===== src/rtl/add_pkg.sv =====
// Shared definitions for the adder result stage: default width, flag layout
// and the occupancy states of the two-entry output buffer.
package add_pkg;

  localparam int ADD_WIDTH = 4;

  localparam int FLAG_V = 3;
  localparam int FLAG_C = 2;
  localparam int FLAG_N = 1;
  localparam int FLAG_Z = 0;

  // Packed so that v lands on bit FLAG_V and z on bit FLAG_Z.
  typedef struct packed {
    logic v;
    logic c;
    logic n;
    logic z;
  } add_flags_t;

  typedef enum logic [1:0] {
    EMPTY = 2'd0,
    ONE   = 2'd1,
    FULL  = 2'd2
  } occ_t;

endpackage


===== src/rtl/add_result_stage_if.sv =====
// Push and pop handshake bundle between the adder, the result stage and its consumer.
interface add_result_stage_if #(
  parameter int WIDTH = add_pkg::ADD_WIDTH
);

  // A beat transfers on a rising edge where valid && ready. The sender holds
  // its payload stable until accepted; ready may be low without valid.
  logic             in_valid;
  logic             in_ready;
  logic [WIDTH-1:0] in_a;
  logic [WIDTH-1:0] in_b;
  logic [WIDTH-1:0] in_sum;
  logic             in_cout;
  logic             out_valid;
  logic             out_ready;
  logic [WIDTH-1:0] out_result;
  logic [3:0]       out_flags;

  modport master (
    output in_valid, in_a, in_b, in_sum, in_cout, out_ready,
    input  in_ready, out_valid, out_result, out_flags
  );

  modport slave (
    input  in_valid, in_a, in_b, in_sum, in_cout, out_ready,
    output in_ready, out_valid, out_result, out_flags
  );

endinterface


===== src/rtl/add_flag_calc.sv =====
// Combinational V/C/N/Z derivation and optional overflow clamping.
// Clamping is compiled in when ADD_RESULT_SATURATE_EN is defined.
module add_flag_calc
  import add_pkg::*;
#(
  parameter int WIDTH = ADD_WIDTH
) (
  input  logic [WIDTH-1:0] a,
  input  logic [WIDTH-1:0] b,
  input  logic [WIDTH-1:0] sum,
  input  logic             cout,
  output logic [WIDTH-1:0] result,
  output add_flags_t       flags
);

  logic v;

  // Signed overflow: like-signed operands producing a differently-signed sum.
  assign v = (a[WIDTH-1] == b[WIDTH-1]) && (sum[WIDTH-1] != a[WIDTH-1]);

  always_comb begin
    result = sum;
`ifdef ADD_RESULT_SATURATE_EN
    // Operand sign tells which rail was crossed.
    if (v) begin
      result = a[WIDTH-1] ? {1'b1, {(WIDTH-1){1'b0}}} : {1'b0, {(WIDTH-1){1'b1}}};
    end
`endif
    flags.v = v;
    flags.c = cout;
    flags.n = result[WIDTH-1];
    flags.z = (result == '0);
  end

endmodule


===== src/rtl/add_result_stage.sv =====
// Registered output stage behind the ripple adder: flag capture, two-entry skid FIFO,
// saturating overflow counter. Optional clamping via ADD_RESULT_SATURATE_EN.
module add_result_stage
  import add_pkg::*;
#(
  parameter int WIDTH = ADD_WIDTH,
  parameter int CNT_W = 8
) (
  input  logic                 clk,
  input  logic                 rst,
  add_result_stage_if.slave    s,
  output logic [CNT_W-1:0]     ovf_count,
  input  logic                 clr_count,
  output occ_t                 occ_state
);

  typedef struct packed {
    logic [WIDTH-1:0] result;
    add_flags_t       flags;
  } entry_t;

  occ_t             state_q;
  occ_t             state_d;
  entry_t           head_q;
  entry_t           tail_q;
  entry_t           cap;
  logic             in_ready_q;
  logic             push;
  logic             pop;
  logic [CNT_W-1:0] cnt_q;

  add_flag_calc #(.WIDTH(WIDTH)) u_flag_calc (
    .a      (s.in_a),
    .b      (s.in_b),
    .sum    (s.in_sum),
    .cout   (s.in_cout),
    .result (cap.result),
    .flags  (cap.flags)
  );

  assign push = s.in_valid && in_ready_q;
  assign pop  = (state_q != EMPTY) && s.out_ready;

  always_comb begin
    state_d = state_q;
    unique case (state_q)
      EMPTY: if (push) state_d = ONE;
      ONE: begin
        if (push && !pop)      state_d = FULL;
        else if (pop && !push) state_d = EMPTY;
      end
      FULL:    if (pop) state_d = ONE;
      default: state_d = EMPTY;
    endcase
  end

  // in_ready is registered from the next occupancy, so it stays low through reset.
  always_ff @(posedge clk or posedge rst) begin
    if (rst) begin
      state_q    <= EMPTY;
      in_ready_q <= 1'b0;
    end else begin
      state_q    <= state_d;
      in_ready_q <= (state_d != FULL);
    end
  end

  // Head drives the outputs and is left untouched when the buffer drains.
  always_ff @(posedge clk or posedge rst) begin
    if (rst) begin
      head_q <= '0;
      tail_q <= '0;
    end else begin
      unique case (state_q)
        EMPTY: if (push) head_q <= cap;
        ONE: begin
          if (push && pop) head_q <= cap;
          else if (push)   tail_q <= cap;
        end
        FULL:    if (pop) head_q <= tail_q;
        default: ;
      endcase
    end
  end

  always_ff @(posedge clk or posedge rst) begin
    if (rst) begin
      cnt_q <= '0;
    end else if (clr_count) begin
      cnt_q <= '0;
    end else if (push && cap.flags.v && (cnt_q != {CNT_W{1'b1}})) begin
      cnt_q <= cnt_q + 1'b1;
    end
  end

  assign s.in_ready   = in_ready_q;
  assign s.out_valid  = (state_q != EMPTY);
  assign s.out_result = head_q.result;
  assign s.out_flags  = head_q.flags;
  assign ovf_count    = cnt_q;
  assign occ_state    = state_q;

endmodule


===== src/flat_wrapper.sv =====
// flat-port wrapper written by rule: the top's interface ports become plain ports
module add_result_stage_flat import add_pkg::*;
#(
  parameter int WIDTH = ADD_WIDTH,
  parameter int CNT_W = 8
)
  (clk, rst, ovf_count, clr_count, occ_state, s_in_valid, s_in_a, s_in_b, s_in_sum, s_in_cout, s_out_ready, s_in_ready, s_out_valid, s_out_result, s_out_flags);
  add_result_stage_if #(.WIDTH(WIDTH)) s_i ();
  input  logic clk;
  input  logic rst;
  output logic [CNT_W-1:0] ovf_count;
  input  logic clr_count;
  output occ_t occ_state;
  input wire logic [$bits(s_i.in_valid)-1:0] s_in_valid;
  input wire logic [$bits(s_i.in_a)-1:0] s_in_a;
  input wire logic [$bits(s_i.in_b)-1:0] s_in_b;
  input wire logic [$bits(s_i.in_sum)-1:0] s_in_sum;
  input wire logic [$bits(s_i.in_cout)-1:0] s_in_cout;
  input wire logic [$bits(s_i.out_ready)-1:0] s_out_ready;
  output wire logic [$bits(s_i.in_ready)-1:0] s_in_ready;
  output wire logic [$bits(s_i.out_valid)-1:0] s_out_valid;
  output wire logic [$bits(s_i.out_result)-1:0] s_out_result;
  output wire logic [$bits(s_i.out_flags)-1:0] s_out_flags;
  assign s_i.in_valid = s_in_valid;
  assign s_i.in_a = s_in_a;
  assign s_i.in_b = s_in_b;
  assign s_i.in_sum = s_in_sum;
  assign s_i.in_cout = s_in_cout;
  assign s_i.out_ready = s_out_ready;
  assign s_in_ready = s_i.in_ready;
  assign s_out_valid = s_i.out_valid;
  assign s_out_result = s_i.out_result;
  assign s_out_flags = s_i.out_flags;
  add_result_stage #(.WIDTH(WIDTH), .CNT_W(CNT_W)) u_core (.clk(clk), .rst(rst), .s(s_i), .ovf_count(ovf_count), .clr_count(clr_count), .occ_state(occ_state));
endmodule

===== config.mk =====
export PLATFORM = sky130hd
export DESIGN_NAME = add_result_stage_flat
export DESIGN_NICKNAME = d
export VERILOG_FILES = /design/src/rtl/add_pkg.sv /design/src/rtl/add_result_stage_if.sv /design/src/rtl/add_flag_calc.sv /design/src/rtl/add_result_stage.sv /design/src/flat_wrapper.sv
export SDC_FILE = /design/constraint.sdc
export NUM_CORES = 1
export LEC_CHECK = 0
export CAP_MARGIN = 20
export CELL_PAD_IN_SITES_DETAIL_PLACEMENT = 1
export CELL_PAD_IN_SITES_GLOBAL_PLACEMENT = 2
export CORE_UTILIZATION = 31
export CTS_CLUSTER_SIZE = 12
export DETAILED_ROUTE_END_ITERATION = 10
export GPL_TIMING_DRIVEN = 0
export PLACE_DENSITY = 0.9
export SLEW_MARGIN = 5
export SYNTH_ARGS = -nofsm -noshare
export SYNTH_HDL_FRONTEND = slang
export SYNTH_SLANG_ARGS = --single-unit
export TNS_END_PERCENT = 20

===== constraint.sdc =====
create_clock -name clk -period 3.66 [get_ports clk]
set_input_delay 0.915 -clock clk [delete_from_list [all_inputs] [get_ports clk]]
set_output_delay 0.915 -clock clk [all_outputs]
set_load 0.005 [all_outputs]

# After elaboration in Yosys (flattened, before gate mapping)
# Cells that the tools add are included.
# Widths: inputs -> output; s select.
classes:
  add_sub_neg: 1
  eq_ne: 9
  n_mux: 11
  n_bitwise: 1
  reduce_logical: 17
op_table:
  columns: ["cell", "n"]
  rows:
  - ["$mux 8", 5]
  - ["$pmux 8 s3", 1]
  - ["$add 8x1->8 const B", 1]
  - ["$logic_and 1x1->1", 8]
  - ["$mux 2", 4]
  - ["$ne 8x8->1 const B", 1]
  - ["$ne 2x1->1 const B", 3]
  - ["$pmux 2 s3", 1]
  - ["$logic_not 4->1", 1]
  - ["$reduce_and 4->1", 1]
  - ["$reduce_bool 2->1", 2]
  - ["$reduce_and 3->1", 1]
  - ["$reduce_bool 3->1", 1]
  - ["$eq 2x1->1 const B", 1]
  - ["$eq 2x2->1 const B", 1]
  - ["$logic_not 1->1", 2]
  - ["$logic_not 2->1", 1]
  - ["$ne 2x2->1 const B", 1]
  - ["$eq 1x1->1", 1]
  - ["$ne 1x1->1", 1]
  - ["$not 1->1", 1]
word_totals:
  ff_bits: 27
  in_bits: 18
  out_inout_bits: 20
  word_cells: 52

# Depth between registers and ports, before layout
# Gate-level depths: netlist of run 1.
logic_depth:
  ltp_word: 7
  mapped_depth: 5
  mapped_depth_nobuf: 4

# By module
# A second synthesis of run 1 with hierarchy kept.
unflattened:
  cells_unflattened: 120
  area_unflattened_um2: 1465.2
modules_own_cells:
  columns: ["mod", "instances", "cells_per_inst", "area_each_um2", "seq_area_each_um2"]
  rows:
  - ["add_result_stage", 1, 109, 1383.8, 675.6]
  - ["add_flag_calc", 1, 11, 81.3, 0.0]

# Worst setup path before layout of run 1
# Ideal clock, no wire load.
synth_timing:
  path_type: "input -> register"
  startpoint: "in s_out_ready"
  endpoint: "reg u_core.tail_q[2] (netlist name)"
  setup_ps: 125
  arrival_time_ps: 1869
  required_ps: 3535
  setup_slack_ps: 1666
  cell_stages: 3
  n_path_buf: 1
  cell_sequence: "clkbuf_1 -> nor3b_2 -> mux2_2"
synth_between:
  elab_chain_cells: 4
synth_lines:
  columns: ["item", "line", "rtl"]
  rows:
  - ["start: declaration", "flat_wrapper.sv:19", "input wire logic [$bits(s_i.out_ready)-1:0] s_out_ready;"]
  - ["$logic_and 1x1->1", "add_result_stage.sv:42", "assign pop = (state_q != EMPTY) && s.out_ready;"]
  - ["$logic_and 1x1->1", "add_result_stage.sv:77", "if (push && pop) head_q <= cap;"]
  - ["$not 1->1 (no source line)", null, null]
  - ["$reduce_and 3->1 (no source line)", null, null]
  - ["end signal: assignment", "add_result_stage.sv:78", "else if (push) tail_q <= cap;"]
  - ["end: declaration", "add_result_stage.sv:25", "entry_t tail_q;"]
# No other way between the ends.
# A chain may end at the register's enable or synchronous reset.

# Worst setup path after layout of run 1
layout_timing:
  startpoint: "in s_in_sum[3]"
  endpoint: "reg u_core.cnt_q[4] (netlist: u_core.ovf_count[4])"
layout_between:
  elab_chain_cells: 5
layout_lines:
  columns: ["item", "line", "rtl"]
  rows:
  - ["start: declaration", "flat_wrapper.sv:17", "input wire logic [$bits(s_i.in_sum)-1:0] s_in_sum;"]
  - ["$ne 1x1->1", "add_flag_calc.sv:19", "assign v = (a[WIDTH-1] == b[WIDTH-1]) && (sum[WIDTH-1] != a[WIDTH-1]);"]
  - ["$logic_and 1x1->1", "add_flag_calc.sv:19", null]
  - ["$logic_and 1x1->1 (2 in a row)", "add_result_stage.sv:91", "end else if (push && cap.flags.v && (cnt_q != {CNT_W{1'b1}})) begin"]
  - ["$reduce_bool 2->1 (no source line)", null, null]
  - ["end signal: assignment", "add_result_stage.sv:92", "cnt_q <= cnt_q + 1'b1;"]
  - ["end: declaration", "add_result_stage.sv:30", "logic [CNT_W-1:0] cnt_q;"]
# No other way between the ends.

==> run_results.csv, run 1 <==
group,metric,value,unit
critical_path,r2r.worst_path.cells,4,
clock_tree,postCtsSetupBuffers,0,
power_and_ir_drop,net_switching_share_of_the_total_power,28.2,%
synthesis,synthAdderAreaFrac,0.966,%
cells_and_area,syn_to_final_growth,32.7,%
sta,fmax,0.415,GHz
critical_path,cp-start-kind,"input pin",
cells_and_area,multi_input_comb_area,632,um^2
synthesis,ys.flop_type,"dfrtp_1",
floorplan,io_pins,38,
critical_path,critical_path.reg2reg.startpoint,"u_core.occ_state[0]$_DFF_PP0_",
clock_tree,cts-buffers-inserted,3,
sta,tns,0,ps
sta,post-route-worst-setup-slack,1250,ps
place,globalplace.congestion,0.758,
global_routing,global_route.overflow_total,0,
synthesis,avgSynthCellArea,11.6,um^2
synthesis,asyncSetResetFlopFracSynth,100,%
clock_tree,cts.clk_slew.worst_paths,90,ps
synthesis,post_synth_inst_count,112,
run,maxCapViolCount,0,
routing,ant_nets,0,
global_routing,grt_antenna_before_repair,0,
synthesis,synth_sequential_area_ratio,48.3,%
power_and_ir_drop,power_share_of_the_sequential_group,46.2,%
floorplan,die_w,66.6,um
routing,routedWlPerCell,15.9,um
place,port_buffers,30,
clock_tree,clkLatencyLatePin,260,ps
power_and_ir_drop,p_leak,0.704,nW
synthesis,synth_area_leaders,"dfrtp_1, mux2_2, a21oi_1, mux2_1, nor2_1",
synthesis,synth_largest_type_area_fraction,48.3,%
power_and_ir_drop,netSwitchingPower,0.251,mW
routing,number_of_remaining_drc_errors,0,
place,post-place-ws,958,ps
floorplan,die_y,66.6,um
sta,timing.final.crit_period,2410,ps
cells_and_area,area.sequential,626,um^2
sta,slew-limit-headroom,57.1,%
synthesis,synth-seq-cells,25,
synthesis,post_synth_and_or_nand_nor_area_fraction,16.7,%
routing,detail_route.first_pass.iterations,4,
routing,routed_via_density,5.12,
hold_path,hold_end,"u_core.tail_q[2]$_DFFE_PP0P_",
status,outcome,"complete, no violations",
power_and_ir_drop,internal_power,0.639,mW
synthesis,synth_top_area_cell,"dfrtp_1",
cells_and_area,nets,167,
critical_path,timing.setup.critical_path_class,"in2reg",
global_routing,grt_pass1_vias,1064,
clock_tree,clock_sink_count,25,
hold_path,hp-class,"reg2reg",
sta,grt_setup_unrepaired,"no",
synthesis,yosysUniqueCellTypes,36,
synthesis,postSynthNetCount,131,
global_routing,grt_start_max_net_pins,26,
floorplan,floorplan.die_area,4440,um^2
clock_tree,postCtsHoldBufs,0,
sta,hold_violations,0,
routing,drt_wl_total,3.13,mm
clock_tree,buffer_type_at_the_clock_tree_root,"clkbuf_8",
routing,num_vias,1008,
global_routing,groute.usage.overall,15.4,%
power_and_ir_drop,vdd.ir_drop.worst,0.000256,V
floorplan,floorplan.initialDensity,32.4,%
hold_path,startpoint_of_the_tightest_hold_check_path,"u_core.tail_q[2]$_DFFE_PP0P_",
synthesis,synth_edf_count,0,
cells_and_area,antennaDiodeCount,0,
synthesis,yosys_warnings,0,
critical_path,ff2ff_setup_slack,1890,ps
clock_tree,clock_path_buffers,2,
critical_path,worst_r2r_endpoint,"u_core.s.out_flags[2]$_DFFE_PP0P_",
cells_and_area,post_route_cells_drive_above_1_share,23.1,%
floorplan,floorplan.rows,23,
synthesis,synth_mux_area_share,19.9,%
synthesis,compound_cell_area_share_of_the_yosys_netlist,11.2,%
global_routing,grt_pass1_wl,5.13,mm
synthesis,syn-cell-area,1290,um^2
floorplan,floorplan.core_area,4000,um^2
clock_tree,htree_num_levels,1,
critical_path,crit_fanout,8,
place,dp.final_hpwl,2.25,mm
critical_path,critical_path_required,3850,ps
clock_tree,postCtsResizedCells,0,
power_and_ir_drop,totalPowerFinal,0.889,mW
power_and_ir_drop,p_per_area,518,nW/um^2
critical_path,cp_data_arrival_time,2600,ps
critical_path,worst_setup_path_end_kind,"flip-flop",
sta,worst_slew_pin_slew,640,ps
synthesis,post_synthesis_share_of_cell_area_spent_on_xor_and_xnor_gates,0,%
cells_and_area,fillCellCount,446,
sta,final_min_period_over_clock_period,65.8,%
synthesis,synth_top_family_by_area,"multiplexers",
sta,finalMaxSlewViolations,0,
clock_tree,tritoncts,"built",
power_and_ir_drop,clock_power_share,18.6,%
routing,detailedRoute.firstIterationViolations,27,
hold_path,number_of_cells_on_the_worst_hold_path,1,
sta,finClkSkew,0.851,ps
power_and_ir_drop,share_of_power_burned_in_combinational_logic,35.2,%
sta,setup_violations,0,
through the flow:
stage | util (%) | instance area [um^2] | hold WS [ps] | std cells
global placement | 41.4 | 1660 | 486 | 192
finish | 42.9 | 1720 | 512 | 197
detailed placement | 41.4 | 1660 | 495 | 192
CTS | 42.6 | 1700 | 516 | 196
floorplan | - | 1290 | 477 | 112
global route | 42.9 | 1720 | 536 | 197
sequential cells by signal, summed over array words and instances (netlist names):
register	flops
u_core.occ_state	2
u_core.s.out_flags	4
u_core.s.in_ready	1
u_core.s.out_result	3
u_core.ovf_count	8
u_core.tail_q	7
worst max-delay path: stages:
cell	delay [ps]
clkdlybuf4s50_1	560
nor3b_2	290
o21bai_2	170
or4_1	520
a21oi_1	140
synth_stat cells, types with 3 or more instances:
library cell,instances
nor2_1,8
mux2_1,3
mux2_2,19
nand2_1,5
clkbuf_1,3
nand2b_1,3
a21oi_1,8
a211oi_1,3
dfrtp_1,25
nor2b_1,3
cell usage in the layout, fill, tap and decap left out, types with 2 or more instances in the layout:
cell type / count
nor2_1: 8
nand2b_1: 3
inv_1: 2
mux2_2: 19
a31oi_1: 2
and3b_1: 2
a21oi_1: 8
mux2_1: 3
a211oi_1: 3
or4_1: 2
clkbuf_8: 3
o31ai_1: 2
nor3b_2: 2
nor2b_1: 3
dfrtp_1: 25
clkdlybuf4s50_1: 30
clkbuf_1: 4
nand2_1: 5
power by group through the flow:
stage	logic [mW]	clock network, mW	registers, mW
after floorplan	0.156	0	0.404
after global placement	0.301	0	0.404
after detailed placement	0.314	0	0.413
after CTS	0.317	0.170	0.411
after global routing	0.339	0.181	0.422
final	0.313	0.166	0.411
worst max path at each step:
stage	start	end	slack, ps	depth (start not counted)
after floorplan	s_out_ready	u_core.tail_q[2]$_DFFE_PP0P_	1670	3
after global placement	s_in_sum[3]	u_core.ovf_count[4]$_DFFE_PP0P_	1010	5
after detailed placement	s_in_valid	u_core.tail_q[4]$_DFFE_PP0P_	960	4
after CTS	s_in_sum[3]	u_core.ovf_count[4]$_DFFE_PP0P_	1250	5
after global routing	s_in_sum[3]	u_core.ovf_count[4]$_DFFE_PP0P_	1100	5
final	s_in_sum[3]	u_core.ovf_count[4]$_DFFE_PP0P_	1250	5
routing by layer:
| metal | wire length [um] | part of all wire (%) | GRT usage [%] | vias up |
|---|---|---|---|---|
| li1 | - | - | - | 479 |
| met1 | 1350 | 43 | 19.3 | 505 |
| met5 | 0 | 0 | 0 | - |
| met4 | 27 | 0.86 | 3.72 | 0 |
| met2 | 1640 | 52 | 27.0 | 22 |
| met3 | 119 | 3.8 | 2.91 | 2 |
cells by family after synthesis:
family	count (synthesis)
buf+inv	7
flops	25
compound gates	21
fa+ha+maj	1
simple gates	35
mux	23
layout make-up:
class	count	area share, %
Buffer	5	1.75
Clock buffer	4	2.62
Inverter	2	0.437
Multi-Input combinational cell	80	36.8
Sequential cell	25	36.4
Tap cell	50	3.64
Timing Repair Buffer	31	18.4
No activity file was read; power rests on OpenSTA's default activity.
==> inputs of run 2 (changes only) <==
CORE_UTILIZATION = 29   (was 31)
PLACE_DENSITY = 0.86   (was 0.9)
clock period = 2.4 ns   (was 3.66 ns; I/O delays follow)
==> run_results.csv, run 2 (synthesis results as in run 1) <==
group,metric,value,unit
status,outcome,"complete, no violations",
power_and_ir_drop,clock_power_share,18.2,%
cells_and_area,largest_register_ff_count,8,
sta,finalMaxSlewViolations,0,
global_routing,groute.usage.overall,13.6,%
clock_tree,clock_path_buffers,2,
cells_and_area,post_route_cells_drive_above_1_share,23.1,%
routing,detailedRoute.firstIterationViolations,24,
cells_and_area,syn_to_final_growth,33.6,%
power_and_ir_drop,netSwitchingPower,0.362,mW
global_routing,grt_pass1_wl,4.89,mm
clock_tree,postCtsResizedCells,0,
sta,final_min_period_over_clock_period,88.6,%
global_routing,grt_antenna_before_repair,0,
sta,timing.final.crit_period,2130,ps
critical_path,path_delay_family,"simple AND/OR/NAND/NOR gates",
hold_path,hp-class,"reg2reg",
floorplan,floorplan.rows,23,
critical_path,critical_path_required,2580,ps
sta,holdWs,513,ps
clock_tree,clock_sink_count,25,
critical_path,cp-start-kind,"input pin",
cells_and_area,layout.core_utilization,41.8,%
clock_tree,tritoncts,"built",
cells_and_area,layout_commonest_cell,"clkdlybuf4s50_1",
routing,number_of_remaining_drc_errors,0,
sta,fmax,0.470,GHz
sta,finClkSkew,4.60,ps
cells_and_area,final_cells,197,
sta,setup_violations,0,
floorplan,io_pins,38,
routing,routedWlPerCell,14.6,um
critical_path,worst_setup_path_end_kind,"flip-flop",
power_and_ir_drop,power_share_of_the_sequential_group,46.3,%
floorplan,floorplan.die_area,4740,um^2
floorplan,die_y,68.8,um
critical_path,timing.critical_path.cells,"clkdlybuf4s50_1, nor3b_2, o21bai_2, or4_1, a21oi_1",
global_routing,global_route.overflow_total,0,
place,placed_cell_area,1660,um^2
power_and_ir_drop,net_switching_share_of_the_total_power,27.0,%
clock_tree,postCtsHoldBufs,0,
routing,drt_wl_total,2.87,mm
sta,post-route-worst-setup-slack,274,ps
cells_and_area,postLayoutCellArea,1730,um^2
critical_path,timing.critical_path.buf_inv,1,
floorplan,floorplan.core_area,4140,um^2
power_and_ir_drop,p_leak,0.710,nW
sta,grt_setup_unrepaired,"no",
place,dp.final_hpwl,2.22,mm
clock_tree,postCtsSetupBuffers,0,
place,port_buffers,30,
routing,ant_nets,0,
critical_path,cp_data_arrival_time,2310,ps
global_routing,grt_pass1_vias,1079,
cells_and_area,highest_count_cells_in_the_layout_ignoring_fill_and_taps,"clkdlybuf4s50_1, dfrtp_1, mux2_2",
floorplan,die_w,68.8,um
power_and_ir_drop,internal_power,0.976,mW
critical_path,critical_path.max_stage_delay,570,ps
sta,slew-limit-headroom,60.1,%
floorplan,floorplan.initialDensity,31.3,%
critical_path,worst_path_max_delay_cell,"clkdlybuf4s50_1",
routing,detail_route.first_pass.iterations,2,
cells_and_area,nets,167,
clock_tree,buffer_type_at_the_clock_tree_root,"clkbuf_8",
critical_path,crit_fanout,8,
clock_tree,htree_num_levels,1,
routing,routed_via_density,4.95,
clock_tree,cts-buffers-inserted,3,
routing,num_vias,976,
power_and_ir_drop,share_of_power_burned_in_combinational_logic,35.5,%
global_routing,grt_start_max_net_pins,26,
sta,hold_violations,0,
power_and_ir_drop,p_per_area,773,nW/um^2
clock_tree,clkLatencyLatePin,260,ps
critical_path,timing.setup.critical_path_class,"in2reg",
clock_tree,cts.clk_slew.worst_paths,80,ps
sta,tns,0,ps
cells_and_area,antennaDiodeCount,0,
place,post-place-cells,192,
sta,worst_slew_pin_slew,596,ps
place,globalplace.congestion,0.793,
power_and_ir_drop,vdd.ir_drop.worst,0.000366,V
run,maxCapViolCount,0,
place,post-place-ws,-1.01,ps
power_and_ir_drop,totalPowerFinal,1.34,mW
==> run 2: area by class of cell <==
type / count / area (um^2)
fillers: 487 / 2410
repair buffers: 31 / 328
flip-flops and latches: 25 / 626
well taps: 50 / 62.6
plain buffers: 5 / 30.0
clock buffers: 4 / 45.0
multi-input cells: 80 / 632
inverters: 2 / 7.51
==> run 2: per-layer routing <==
layer | wire length, um | GRT usage, % | vias to the layer above
met1 | 1260 | 17.5 | 483
li1 | - | - | 479
met4 | 7 | 3.83 | 0
met3 | 88 | 1.15 | 2
met5 | 0 | 0 | -
met2 | 1520 | 24.1 | 12
==> run 2: final timing paths <==
| check | start | to | slack, ps | depth (start not counted) |
|---|---|---|---|---|
| hold / removal | u_core.tail_q[0]$_DFFE_PP0P_ | u_core.tail_q[0]$_DFFE_PP0P_ | 510 | 1 |
| hold reg to reg | u_core.tail_q[0]$_DFFE_PP0P_ | u_core.tail_q[0]$_DFFE_PP0P_ | 510 | 1 |
| setup reg to reg | u_core.occ_state[0]$_DFF_PP0_ | u_core.s.out_result[2]$_DFFE_PP0P_ | 650 | 4 |
| max in group asynchronous | rst | u_core.ovf_count[2]$_DFFE_PP0P_ | 1330 | 3 |
| min in group asynchronous | rst | u_core.tail_q[0]$_DFFE_PP0P_ | 640 | 2 |
| setup / recovery | s_in_sum[3] | u_core.ovf_count[4]$_DFFE_PP0P_ | 270 | 5 |
==> run 2: power by group through the flow <==
stage,combinational (mW),sequential (mW),clock (mW)
floorplan,0.238,0.616,0
detailed placement,0.480,0.630,0
CTS,0.482,0.622,0.258
finish,0.475,0.619,0.243
global route,0.520,0.639,0.268
global placement,0.462,0.619,0
